**config.mk**
```make
export PLATFORM = sky130hd
export DESIGN_NAME = pwm_multi_ch
export DESIGN_NICKNAME = d
export VERILOG_FILES = /design/src/rtl/pwm_pkg.sv /design/src/rtl/pwm_ch.sv /design/src/rtl/pwm_multi_ch.sv
export SDC_FILE = /design/constraint.sdc
export NUM_CORES = 1
export LEC_CHECK = 0
export CAP_MARGIN = 20
export CORE_MARGIN = 2
export CORE_UTILIZATION = 35
export CTS_CLUSTER_DIAMETER = 150
export CTS_CLUSTER_SIZE = 14
export DETAILED_ROUTE_END_ITERATION = 6
export PLACE_DENSITY_LB_ADDON = 0.3
export RECOVER_POWER = 50
export SETUP_SLACK_MARGIN = 0.5
export SYNTH_ARGS = -nofsm -noshare
export SYNTH_HDL_FRONTEND = slang
export SYNTH_SLANG_ARGS = --single-unit
```
**constraint.sdc**
```tcl
create_clock -name clk -period 4.2 [get_ports clk]
set_clock_uncertainty 0.1 [all_clocks]
set_input_delay 1.26 -clock clk [delete_from_list [all_inputs] [get_ports clk]]
set_output_delay 1.26 -clock clk [all_outputs]
set_load 0.005 [all_outputs]
```
**src/rtl/pwm_pkg.sv**
```systemverilog
// Shared types and default widths for the multi-channel PWM block.
package pwm_pkg;

  localparam int unsigned N_CH_DEF = 4;
  localparam int unsigned CW_DEF   = 8;
  localparam int unsigned DT_W_DEF = 4;

  typedef enum logic {
    PWM_EDGE   = 1'b0,
    PWM_CENTRE = 1'b1
  } pwm_mode_t;

  typedef enum logic {
    DIR_UP   = 1'b0,
    DIR_DOWN = 1'b1
  } pwm_dir_t;

endpackage

```
**src/rtl/pwm_ch.sv**
```systemverilog
// One PWM channel: active duty register, compare against the shared counter,
// registered output. With PWM_DEADTIME_EN defined a dead-time stage drives a
// complementary output and keeps both sides low for dead_time cycles per edge.
module pwm_ch
  import pwm_pkg::*;
#(
  parameter int unsigned CW = CW_DEF
`ifdef PWM_DEADTIME_EN
  , parameter int unsigned DT_W = DT_W_DEF
`endif
) (
  input  logic          clk,
  input  logic          reset_n,
  input  logic          en,
  input  logic          commit,
  input  logic [CW-1:0] duty_sh,
  input  logic [CW-1:0] cnt,
  output logic          pwm_o
`ifdef PWM_DEADTIME_EN
  , input  logic [DT_W-1:0] dead_time
  , output logic            pwm_n_o
`endif
);

  logic [CW-1:0] duty_q;
  logic          raw_c;

  // D=0 never matches, D>P always matches: no special cases needed
  assign raw_c = (cnt < duty_q);

  // Active duty only changes on a commit, which lines up with cnt returning to 0
  always_ff @(posedge clk) begin
    if (!reset_n) begin
      duty_q <= '0;
    end else if (commit) begin
      duty_q <= duty_sh;
    end
  end

`ifdef PWM_DEADTIME_EN
  logic            lvl_q;
  logic [DT_W-1:0] dt_q;
  logic [DT_W-1:0] dt_d;
  logic            busy_c;

  // Dead-time counter reloads on every raw edge so short pulses are swallowed
  always_comb begin
    dt_d = dt_q;
    if (!en) begin
      dt_d = '0;
    end else if (raw_c != lvl_q) begin
      dt_d = dead_time;
    end else if (dt_q != '0) begin
      dt_d = dt_q - DT_W'(1);
    end
  end

  assign busy_c = (dt_d != '0);

  // Both sides held low while the dead-time window is open
  always_ff @(posedge clk) begin
    if (!reset_n) begin
      lvl_q   <= 1'b0;
      dt_q    <= '0;
      pwm_o   <= 1'b0;
      pwm_n_o <= 1'b0;
    end else begin
      lvl_q   <= en & raw_c;
      dt_q    <= dt_d;
      pwm_o   <= en & raw_c & ~busy_c;
      pwm_n_o <= en & ~raw_c & ~busy_c;
    end
  end
`else
  // Output is the compare result delayed by exactly one cycle
  always_ff @(posedge clk) begin
    if (!reset_n) begin
      pwm_o <= 1'b0;
    end else begin
      pwm_o <= en & raw_c;
    end
  end
`endif

endmodule

```
**src/rtl/pwm_multi_ch.sv**
```systemverilog
// N-channel PWM generator: shared period counter (edge or centre aligned),
// shadow registers committed only at a period boundary (or immediately while
// disabled), and one pwm_ch per channel. Optional macro PWM_DEADTIME_EN adds
// the dead_time input and complementary pwm_n_o outputs.
module pwm_multi_ch
  import pwm_pkg::*;
#(
  parameter int unsigned N_CH = N_CH_DEF,
  parameter int unsigned CW   = CW_DEF
`ifdef PWM_DEADTIME_EN
  , parameter int unsigned DT_W = DT_W_DEF
`endif
) (
  input  logic             clk,
  input  logic             reset_n,
  input  logic             en,
  input  logic             mode,
  input  logic [CW-1:0]    period,
  input  logic [N_CH*CW-1:0] duty,
  input  logic             upd_req,
  output logic             upd_pend,
  output logic             period_end,
  output logic [N_CH-1:0]  pwm_o
`ifdef PWM_DEADTIME_EN
  , input  logic [DT_W-1:0] dead_time
  , output logic [N_CH-1:0] pwm_n_o
`endif
);

  logic [CW-1:0]      cnt_q, cnt_d;
  pwm_dir_t           dir_q, dir_d;
  logic [CW-1:0]      per_act_q, per_d;
  pwm_mode_t          mode_act_q, mode_d;
  logic [CW-1:0]      per_sh_q;
  pwm_mode_t          mode_sh_q;
  logic [N_CH*CW-1:0] duty_sh_q;
  logic               commit_c;
  logic               pend_d;
  logic               period_end_d;

  // True on the final count of a period for the given counter state
  function automatic logic is_last(input logic [CW-1:0] c, input pwm_dir_t d,
                                   input logic [CW-1:0] p, input pwm_mode_t m);
    if (m == PWM_EDGE) begin
      return c >= p;
    end else if (d == DIR_UP) begin
      return (c >= p) && (p <= CW'(1));
    end else begin
      return c <= CW'(1);
    end
  endfunction

  // Counter sequencing, commit decision and next-cycle period_end
  always_comb begin
    commit_c = upd_pend && (period_end || !en);
    per_d    = commit_c ? per_sh_q  : per_act_q;
    mode_d   = commit_c ? mode_sh_q : mode_act_q;
    cnt_d    = cnt_q;
    dir_d    = dir_q;
    if (!en) begin
      cnt_d = '0;
      dir_d = DIR_UP;
    end else if (is_last(cnt_q, dir_q, per_act_q, mode_act_q)) begin
      cnt_d = '0;
      dir_d = DIR_UP;
    end else if (mode_act_q == PWM_EDGE) begin
      cnt_d = cnt_q + CW'(1);
    end else if (dir_q == DIR_UP) begin
      if (cnt_q >= per_act_q) begin
        cnt_d = per_act_q - CW'(1);
        dir_d = DIR_DOWN;
      end else begin
        cnt_d = cnt_q + CW'(1);
      end
    end else begin
      cnt_d = cnt_q - CW'(1);
    end
    pend_d       = upd_req || (upd_pend && !commit_c);
    period_end_d = en && is_last(cnt_d, dir_d, per_d, mode_d);
  end

  // Counter, active/shadow configuration and status registers
  always_ff @(posedge clk) begin
    if (!reset_n) begin
      cnt_q      <= '0;
      dir_q      <= DIR_UP;
      per_act_q  <= '0;
      mode_act_q <= PWM_EDGE;
      per_sh_q   <= '0;
      mode_sh_q  <= PWM_EDGE;
      duty_sh_q  <= '0;
      upd_pend   <= 1'b0;
      period_end <= 1'b0;
    end else begin
      cnt_q      <= cnt_d;
      dir_q      <= dir_d;
      per_act_q  <= per_d;
      mode_act_q <= mode_d;
      upd_pend   <= pend_d;
      period_end <= period_end_d;
      if (upd_req) begin
        per_sh_q  <= period;
        mode_sh_q <= pwm_mode_t'(mode);
        duty_sh_q <= duty;
      end
    end
  end

  // Per-channel compare and output stage
  for (genvar k = 0; k < N_CH; k++) begin : g_ch
    pwm_ch #(
      .CW (CW)
`ifdef PWM_DEADTIME_EN
      , .DT_W (DT_W)
`endif
    ) u_ch (
      .clk     (clk),
      .reset_n (reset_n),
      .en      (en),
      .commit  (commit_c),
      .duty_sh (duty_sh_q[k*CW +: CW]),
      .cnt     (cnt_q),
      .pwm_o   (pwm_o[k])
`ifdef PWM_DEADTIME_EN
      , .dead_time (dead_time)
      , .pwm_n_o   (pwm_n_o[k])
`endif
    );
  end

endmodule

```
==> impl_summary.txt, run 1 <==
----------------------------------------------------
[Run status]
  Status ... finished clean

[Timing]
  Worst path setup slack after routing ... between 0.5 and 0.6 ns
  Number of hold violations in the final report ... 0
  Max-slew violation count ... 0
  Final critical-path required period ... 3.69 ns
  Least-Margin Pin Slew ... 1.15 ns
  Worst hold-check slack ... about 0.35 ns
  Setup-violating endpoint count in the final report ... 0
  Unrepaired setup endpoints after global routing ... false
  Final cycle utilization of the critical path ... 87.8%
  Max-slew headroom at the worst pin ... 23.5%
  Timing-limited maximum frequency ... 271 MHz
  TNS Setup ... 0 ns

[Floorplanning]
  Core Footprint ... 14,400 sq um
  Number of primary I/O pins ... 51
  Horizontal die dimension ... 125 microns
  Die Outline Area ... 15,600 sq um
  Initial Utilization ... 35.5%
  Number of core rows ... 44
  Die Height ... 125 microns

[Detailed routing]
  Via count ... 4,220
  Wire length per cell ... between 10 and 15 microns
  Antenna Nets Post-Route ... 0
  DRC marker count from the first detailed-route iteration ... 120
  Via density per instance ... about 5.0
  Wire length after detailed routing ... about 12,000 microns
  Drt drc ... 0
  Number of optimization iterations in the first detailed-route pass ... 4

[Finish]
  Most frequent standard cell in the layout excluding fill and tap cells ... sky130_fd_sc_hd__dfxtp_1
  Filler cell count in the final layout ... 1,441
  Area added between synthesis and finish ... 21.2%
  Highest-count cells in the layout ignoring fill and taps ... 91 x sky130_fd_sc_hd__dfxtp_1, 83 x sky130_fd_sc_hd__nand2_1, 72 x sky130_fd_sc_hd__nor2_1
  Post-layout instance area ... between 6000 and 7000 sq um
  Ant. Diodes ... 0
  Cell Count, Final, Fillers Out ... about 840
  Final Util ... 43.1%
  Fraction of final layout cells sized beyond drive strength 1 ... 10.2%
  Final net count ... 749

[Yosys]
  Fraction of synthesized area in multiplexers ... 8.92%
  Portion of synthesized cell area occupied by the leading cell type ... between 30% and 40%
  Main area contributors after synthesis ... sky130_fd_sc_hd__dfxtp_1 38%, sky130_fd_sc_hd__ha_1 12%, sky130_fd_sc_hd__mux2i_1 8.6%
  Number of distinct library cell variants in the gate-level netlist after synthesis ... 46
  Cell count after synthesis ... 608
  Number of warnings reported in the yosys synthesis log ... 0
  Average cell area after synthesis ... 8.40 sq um
  Synthesis-stage register bit count ... 97
  Top flip-flop cell by instance count after synthesis ... sky130_fd_sc_hd__dfxtp_1
  Dominant combinational cell family by area after synthesis ... simple AND/OR/NAND/NOR gates
  Synthesized-area fraction occupied by ao, oa, aoi and oai cells ... 13.4%
  Synthesized netlist net count ... 702
  Summed instance area of the synthesized netlist ... 5110 sq um
  Number of synthesized flops with an enable pin ... 0
  Share of synthesized flip-flops with an asynchronous set or reset ... 0%
  Post-Synth Simple-Gate Area ... 18.8%
  Post-synth top area cell ... sky130_fd_sc_hd__dfxtp_1
  Post-synthesis sequential area ratio ... approximately two fifths
  Post-Synth Adder-Cell Area ... roughly 12%
  Xor/xnor cell area share of the yosys netlist ... 2.57%

[GRT]
  Met2 GRT Util ... 26.6%
  Vias in the first global route ... 4,153
  Met3 capacity usage during global routing ... around 2.6%
  Overall routing resource usage ... 16.3%
  Number of antenna violations at the first check in global routing ... 0
  Maximum number of pins on one net before global-route repair ... 60
  Wire length of the first global-routing pass ... 20,400 microns
  Busiest grt layer ... met2
  Overflow left after global routing ... 0
  GRT met1 Usage ... 20.8%

[Power]
  Max VDD drop ... between 0.0002 and 0.00025 V
  Total Power Consumption ... approximately 2 mW
  Clk network pwr share ... between 30% and 40%
  Power per cell area ... 330 nW/um^2
  Internal power ... 1.50 mW
  Leakage power ... ~2.5 nW
  Switching component of the power ... 543 uW
  Proportion of power drawn by flip-flops and latches ... 47.9%
  Net switching share of the total power ... 26.6%
  Portion of total power attributed to combinational logic ... 13.0%

[Clock tree]
  Clock latency on the worst-skew pair ... 0.36 ns
  Clock Tree Buf Depth ... 2
  Clk pin slew, worst setup/hold paths ... 0.08 ns
  Root Buffer Master ... sky130_fd_sc_hd__clkbuf_16
  Number of buffers added by the clock tree synthesis step ... 9
  CTS HTree Levels ... 3
  Total number of clock tree sinks ... 97
  Total of hold buffers inserted after clock tree synthesis ... 0
  CTS tree ... yes

[Worst setup path]
  Kind of critical path ... reg -> reg
  Endpoint kind of the worst setup timing path ... register
  Critical path data required time ... 4.34 ns
  Critical-path maximum fanout ... 6
  Arr. time, crit path ... 3.83 ns
  Setup slack of the most critical reg-to-reg path ... 0.51 ns
  Worst Setup Start Kind ... register

[Place]
  Pre-CTS setup slack ... between 0.2 and 0.3 ns
  Final weighted congestion of routability-driven global placement ... around 0.91
  Buffers on Ports ... 50
  Post-place instance area ... 5820 sq um
  DP Wirelength ... 9240 microns
  Count of placed standard cells including taps ... 825

[Hold path]
  Class of the tightest hold or removal check ... reg -> reg

[Flow run]
  Max-Cap Viols ... 0

----------------------------------------------------
-- final timing paths --
kind,from,to,cells past startpoint
max,per_act_q[1],period_end,16
min,duty_sh_q[3],g_ch[0].u_ch.duty_q[3],2
max reg2reg,per_act_q[1],period_end,16
min reg2reg,duty_sh_q[3],g_ch[0].u_ch.duty_q[3],2
-- Yosys cell counts (3+ instances only) --
cell type and n:
sky130_fd_sc_hd__nor2b_1 3, sky130_fd_sc_hd__buf_1 10, sky130_fd_sc_hd__nand2b_1 8, sky130_fd_sc_hd__xor2_1 4, sky130_fd_sc_hd__o22ai_1 4, sky130_fd_sc_hd__a21o_1 18, sky130_fd_sc_hd__buf_4 4, sky130_fd_sc_hd__clkbuf_1 18
sky130_fd_sc_hd__a211oi_1 3, sky130_fd_sc_hd__nor3_1 12, sky130_fd_sc_hd__a21oi_1 59, sky130_fd_sc_hd__ha_1 49, sky130_fd_sc_hd__o21ai_0 8, sky130_fd_sc_hd__nand3_1 6, sky130_fd_sc_hd__nand2_1 83, sky130_fd_sc_hd__nor2_1 73
sky130_fd_sc_hd__mux2i_1 44, sky130_fd_sc_hd__and2_1 5, sky130_fd_sc_hd__o31ai_1 4, sky130_fd_sc_hd__a2111oi_0 4, sky130_fd_sc_hd__inv_1 44, sky130_fd_sc_hd__xnor2_1 11, sky130_fd_sc_hd__dfxtp_1 97, sky130_fd_sc_hd__nand4_1 6
-- state kept, by name, indices dropped and copies added (netlist names), 4 cells and up --
| register | count |
|---|---|
| duty_sh_q | 32 |
| g_ch.u_ch.duty_q | 32 |
| cnt_q | 8 |
| per_act_q | 8 |
| per_sh_q | 8 |
| g_ch.u_ch.pwm_o | 4 |
-- cell type report --
class	instances	area, sq um	share of cell area [%]
clock buffers	9	225	3.64
clock inverters	7	61.3	0.990
inverters	44	165	2.67
multi-input cells	432	2910	47.0
flip-flops and latches	97	1950	31.6
well taps	184	230	3.72
repair buffers	71	647	10.4
-- kinds of logic (layout without fill, tap and decap cells) --
logic type                 Yosys count  count (layout)
DFF                                 97              97
muxes                               45              45
and+or+nand+nor                    213             213
buffers and inverters               79             131
adders and majority gates           49              49
AOI/OAI and AO/OA                  110             110
xor gates and xnor gates            15              15
-- per-layer routing --
metal	wire (microns)	vias to the layer above
li1	-	2140
met1	5840	1977
met2	5750	73
met3	457	30
met4	429	0
met5	0	-
-- worst max-delay path, cell delays in order, from the launching register on --
cell                        delay (ns)
sky130_fd_sc_hd__dfxtp_1          0.35
sky130_fd_sc_hd__inv_1            0.12
sky130_fd_sc_hd__ha_1             0.33
sky130_fd_sc_hd__a2111oi_4        0.40
sky130_fd_sc_hd__nor3_4           0.10
sky130_fd_sc_hd__or2_4            0.28
sky130_fd_sc_hd__a21oi_1          0.28
sky130_fd_sc_hd__nand3_2          0.16
sky130_fd_sc_hd__ha_1             0.30
sky130_fd_sc_hd__nand2b_1         0.14
sky130_fd_sc_hd__a21o_1           0.17
sky130_fd_sc_hd__a21o_1           0.17
sky130_fd_sc_hd__a21oi_1          0.14
sky130_fd_sc_hd__o21ai_0          0.10
sky130_fd_sc_hd__a21oi_1          0.18
sky130_fd_sc_hd__a211oi_1         0.06
sky130_fd_sc_hd__a31o_1           0.20
-- power by group through the flow --
stage | Combinational [mW] | Sequential (mW) | Clock [mW]
2_1_floorplan | 0.166 | 0.991 | 0
4_1_cts | 0.264 | 0.978 | 0.823
3_5_place_dp | 0.259 | 0.999 | 0
6_report | 0.266 | 0.978 | 0.799
3_3_place_gp | 0.255 | 0.999 | 0
5_1_grt | 0.294 | 0.981 | 0.856
-- timing repair --
action | 4_1_cts | 5_1_grt
gates resized for setup | 4 | 28
pin swaps | 0 | 7
setup endpoints to repair | 1 | 1
setup buffers | 0 | 3
(Power assumes the default switching activity.)
==> run 2, diff against run 1 <==
--- a/config.mk
+++ b/config.mk
@@ -14,6 +14,7 @@
 export PLACE_DENSITY_LB_ADDON = 0.3
 export RECOVER_POWER = 50
 export SETUP_SLACK_MARGIN = 0.5
+export SLEW_MARGIN = 5
 export SYNTH_ARGS = -nofsm -noshare
 export SYNTH_HDL_FRONTEND = slang
 export SYNTH_SLANG_ARGS = --single-unit
==> results of run 2 <==
The final DEF is identical to that of run 1; final timing and power are the same.
